===== src/rtl/result_scoreboard.sv =====
// Result-stream scoreboard for the single-cycle RISC-V core.
// Compares retired results against a loadable expected table.
module result_scoreboard #(
   parameter int NUM_CHECKS = 20,
   parameter int IDX_W      = 5,
   parameter int DATA_W     = 32,
   parameter int SKIP       = 1
) (
   input  logic              clk,
   input  logic              reset_n,
   input  logic              start,
   input  logic [DATA_W-1:0] result,
   input  logic              result_valid,
   input  logic              exp_we,
   input  logic [IDX_W-1:0]  exp_addr,
   input  logic [DATA_W-1:0] exp_wdata,
   output logic              busy,
   output logic              done,
   output logic              pass,
   output logic [IDX_W:0]    score,
   output logic [IDX_W:0]    index,
   output logic              fail_seen,
   output logic [IDX_W-1:0]  first_fail_idx,
   output logic [DATA_W-1:0] first_fail_data
);

   localparam int SKW = (SKIP > 0) ? $clog2(SKIP + 1) : 1;
   localparam logic [IDX_W:0] LP_N    = (IDX_W+1)'(NUM_CHECKS);
   localparam logic [IDX_W:0] LP_LAST = (IDX_W+1)'(NUM_CHECKS - 1);
   localparam logic [SKW-1:0] LP_SKIP = SKW'(SKIP);
   localparam logic [SKW-1:0] LP_ONE  = SKW'(1);

   typedef enum logic [1:0] {
      S_IDLE,
      S_SKIP,
      S_RUN,
      S_DONE
   } state_t;

   state_t r_state;
   state_t w_next;

   logic [DATA_W-1:0] r_exp [NUM_CHECKS];
   logic [SKW-1:0]    r_skip;
   logic [IDX_W:0]    r_score;
   logic [IDX_W:0]    r_index;
   logic              r_fail_seen;
   logic [IDX_W-1:0]  r_ff_idx;
   logic [DATA_W-1:0] r_ff_data;

   logic              w_idle_done;
   logic              w_start;
   logic              w_we;
   logic              w_skip_step;
   logic              w_skip_end;
   logic              w_cmp;
   logic              w_last;
   logic              w_match;
   logic [IDX_W-1:0]  w_idx;

   assign w_idle_done = (r_state == S_IDLE) || (r_state == S_DONE);
   assign w_start     = start && w_idle_done;
   assign w_we        = exp_we && w_idle_done &&
                        ({1'b0, exp_addr} < LP_N);
   assign w_skip_step = (r_state == S_SKIP) && result_valid;
   assign w_skip_end  = (r_skip == LP_ONE);
   assign w_cmp       = (r_state == S_RUN) && result_valid;
   assign w_last      = (r_index == LP_LAST);
   assign w_idx       = r_index[IDX_W-1:0];
   assign w_match     = (result == r_exp[w_idx]);

   always_ff @(posedge clk or negedge reset_n) begin
      if (!reset_n) begin
         r_state <= S_IDLE;
      end else begin
         r_state <= w_next;
      end
   end

   always_comb begin
      w_next = r_state;
      case (r_state)
         S_IDLE, S_DONE: begin
            if (start) begin
               w_next = (SKIP > 0) ? S_SKIP : S_RUN;
            end
         end
         S_SKIP: begin
            if (result_valid && w_skip_end) begin
               w_next = S_RUN;
            end
         end
         S_RUN: begin
            if (result_valid && w_last) begin
               w_next = S_DONE;
            end
         end
         default: w_next = S_IDLE;
      endcase
   end

   always_comb begin
      busy = 1'b0;
      done = 1'b0;
      pass = 1'b0;
      case (r_state)
         S_SKIP, S_RUN: busy = 1'b1;
         S_DONE: begin
            done = 1'b1;
            pass = (r_score == LP_N);
         end
         default: ;
      endcase
   end

   // Table writes are blocked while a run is in flight.
   always_ff @(posedge clk or negedge reset_n) begin
      if (!reset_n) begin
         for (int i = 0; i < NUM_CHECKS; i++) begin
            r_exp[i] <= '0;
         end
      end else if (w_we) begin
         r_exp[exp_addr] <= exp_wdata;
      end
   end

   always_ff @(posedge clk or negedge reset_n) begin
      if (!reset_n) begin
         r_skip      <= '0;
         r_score     <= '0;
         r_index     <= '0;
         r_fail_seen <= 1'b0;
         r_ff_idx    <= '0;
         r_ff_data   <= '0;
      end else if (w_start) begin
         r_skip      <= LP_SKIP;
         r_score     <= '0;
         r_index     <= '0;
         r_fail_seen <= 1'b0;
         r_ff_idx    <= '0;
         r_ff_data   <= '0;
      end else if (w_skip_step) begin
         r_skip <= r_skip - LP_ONE;
      end else if (w_cmp) begin
         r_index <= r_index + 1'b1;
         if (w_match) begin
            r_score <= r_score + 1'b1;
         end else if (!r_fail_seen) begin
            r_fail_seen <= 1'b1;
            r_ff_idx    <= w_idx;
            r_ff_data   <= result;
         end
      end
   end

   assign score           = r_score;
   assign index           = r_index;
   assign fail_seen       = r_fail_seen;
   assign first_fail_idx  = r_ff_idx;
   assign first_fail_data = r_ff_data;

endmodule


===== config.mk =====
export PLATFORM = sky130hd
export DESIGN_NAME = result_scoreboard
export DESIGN_NICKNAME = d
export VERILOG_FILES = /design/src/rtl/result_scoreboard.sv
export SDC_FILE = /design/constraint.sdc
export NUM_CORES = 1
export LEC_CHECK = 0
export CORE_UTILIZATION = 50
export CTS_CLUSTER_SIZE = 24
export DETAILED_ROUTE_END_ITERATION = 6
export GPL_TIMING_DRIVEN = 0
export PLACE_DENSITY = 0.75
export SLEW_MARGIN = 20
export SYNTH_ARGS = -nofsm -noshare
export SYNTH_HDL_FRONTEND = slang
export SYNTH_SLANG_ARGS = --single-unit

===== constraint.sdc =====
create_clock -name clk -period 6.9 [get_ports clk]
set_input_delay 1.035 -clock clk [delete_from_list [all_inputs] [get_ports clk]]
set_output_delay 1.035 -clock clk [all_outputs]
set_load 0.005 [all_outputs]

==> results.ini <==
[cts]
cts_resized=0
htree_num_levels=3
cts_buffers=73
cts_tree=done
root_buffer=clkbuf_16
clk_path_buf_depth=3
cts_setup_buffers=0
clk_pin_slew_ps=60
clock-sinks=693
clk_latency_ps=620
hold_buffers=0

[yosys]
synth_warnings=0
synthFlopType=dfrtp_1
ys_ff_latch=693
syn_avg_cell_area_um2=14.0
yosysUniqueCellTypes=61
synth_area_leaders=dfrtp_1 (54%), mux2_2 (23%), mux2i_1 (5.4%)
synth_edf_count=0
synth_top_cell_by_area=dfrtp_1
synth_top_area_share_pct=54.5
syn_nets=2362
synthArstFlopShare_pct=100
yosysSeqAreaShare_pct=54.5
synthesis.area_mm2=0.0318
synthCells=2281

[detailed_routing]
drc=0
vias_per_cell=6.43
wl_um=104000
detail_route.iter0.violations=2298
num_vias=21618
wl_per_cell_um=30.9
ant_nets=0
first_pass_iters=6

[global_route]
grt_pass1_vias=22392
grt_pass1_wl_um=151000
grt-ovfl-total=0
grt_use_total_pct=32.8
grt_max_degree=90
antenna_found_initial=4

[floorplan]
dieArea_mm2=0.0647
ios=127
initial_core_util_pct=50.6
fp.dieH_um=254
core_mm2=0.0630
rows=92
die_w_um=254

[timing]
min_period_ps=6250
setup_tns_ps=0
skew_ps=24.4
maxSlewHeadroom_pct=15.1
fin_crit_sh_pct=90.6
slew_violations=0
hold_violations=0
fin_ws_ps=650
holdWs_ps=346
worstMarginPinSlew_ps=1270
setup_viol=0
max_freq_ghz=0.160
rsz0062_at_grt=false

[power]
clkPwrFrac_pct=27.7
p_leak_nw=16.7
powerDensity_mw_per_mm2=399
swShare_pct=30.6
finalPower_mw=14.6
p_int_mw=10.1
p_comb_share_pct=28.9
p_seq_share_pct=43.4
worst_ir_drop_vdd_mv=0.216
power.switching_mw=4.47

[placement]
port_buffers=92
dpl_cell_area_mm2=0.0341
place.gp.congestion=0.951
post-place-ws_ps=1010
hpwl_um=68500

[critical_path]
slowest_delay_ps=970
crit_arrival_ps=6770
cp.required_ps=7420
timing.rr.end=first_fail_data[8]
crit_chain=or4_1, clkbuf_1, clkbuf_1, nor2_1, nor4_1, o22ai_1, nor4_2, nand4_2, o211ai_2, buf_6, buf_6, nand3_1, o31ai_1
crit_fanout=10
crit_path_end_kind=register
critPathSlowestCell=clkbuf_1
critical_path_class=reg -> reg
cp_top_family=simple AND/OR/NAND/NOR gates
crit_buf_inv=4
reg2reg_depth=13
critPathLaunchType=register
rrSetupSlack_ps=650
regToRegStartpoint=index[1]

[final_layout]
final_cell_mix=dfrtp_1 (693), mux2_2 (650), mux2i_1 (173), clkbuf_1 (145), clkdlybuf4s50_1 (91)
final_common_cell=dfrtp_1
postLayoutCellArea_mm2=0.0366
area_growth_pct=14.9
n_fill_cell=4873
drive_above_1_share_pct=36.3
fin_nets=2541

[flow_run]
drv_cap=0

[min_path]
hp-class=in -> async

[run_status]
status=finished, final reports clean

flip-flops by register name, indices dropped and copies added, names as in the netlist:
register and flops:
first_fail_idx 5, r_skip 1, score 6, first_fail_data 32, r_exp 640, fail_seen 1
r_state 2, index 6
power by group through the flow:
stage	sequential [mW]	combinational [mW]	clock (mW)
floorplan	6.09	2.84	0
global placement	6.27	3.98	0
detailed placement	6.34	4.14	0
CTS	6.28	4.16	4.06
global route	6.47	4.45	4.24
finish	6.33	4.21	4.05
area by class of cell:
type	instances	area [um^2]	area share [%]
flip-flops and latches	693	17300	47.4
multi-input cells	1367	13500	36.9
clock buffers	108	2140	5.86
repair buffers	104	1180	3.24
well taps	846	1060	2.89
plain buffers	209	991	2.71
clock inverters	22	303	0.828
inverters	12	45.0	0.123
diodes	3	7.51	0.0205
how the worst max path moves through the flow:
| stage | from | endpoint | slack [ps] | depth (start not counted) |
|---|---|---|---|---|
| after floorplan | index[0] | first_fail_data[23] | 3480 | 15 |
| after global placement | reset_n | r_exp[140] | -24130 | 1 |
| after detailed placement | index[1] | first_fail_data[8] | 1010 | 14 |
| after CTS | index[1] | first_fail_data[8] | 960 | 14 |
| after global routing | index[1] | score[3] | 890 | 12 |
| final | index[1] | first_fail_data[8] | 650 | 13 |
metrics by stage:
stage | cells | utilization, %
floorplan | 2281 | -
global placement | 3219 | 53.7
detailed placement | 3231 | 54.2
CTS | 3361 | 58.1
global route | 3361 | 58.1
finish | 3364 | 58.1
layer usage:
metal	track usage (%)	part of all wire, %	wire [um]
met1	43.1	39	40700
met2	49.9	44	46100
met3	9.79	11	11700
met4	15.9	5.3	5530
met5	0	0.030	31
cell usage after synthesis, types with 20 or more instances:
master,count
dfrtp_1,693
mux4_2,69
nand3_1,47
a21oi_1,20
mux2i_1,173
o21ai_1,34
nand2_1,70
buf_2,22
o22ai_1,59
nor2_1,40
clkbuf_1,128
buf_1,29
mux2_2,650
logic make-up after synthesis:
logic type	share of synthesized area, %
adders and majority gates	0.275
and+or+nand+nor	3.88
DFF	54.5
AOI/OAI and AO/OA	4.11
buffers and inverters	3.23
xor gates and xnor gates	0.743
muxes	33.3
worst register-to-register path, delay by kind of cell, from the launching register on:
| family | cells | cell delay, ps |
|---|---|---|
| simple gates | 6 | 2500 |
| compound gates | 3 | 720 |
| buf+inv | 4 | 2300 |
| flops | 1 | 650 |
Note: power is estimated with default switching activity, not from simulation.
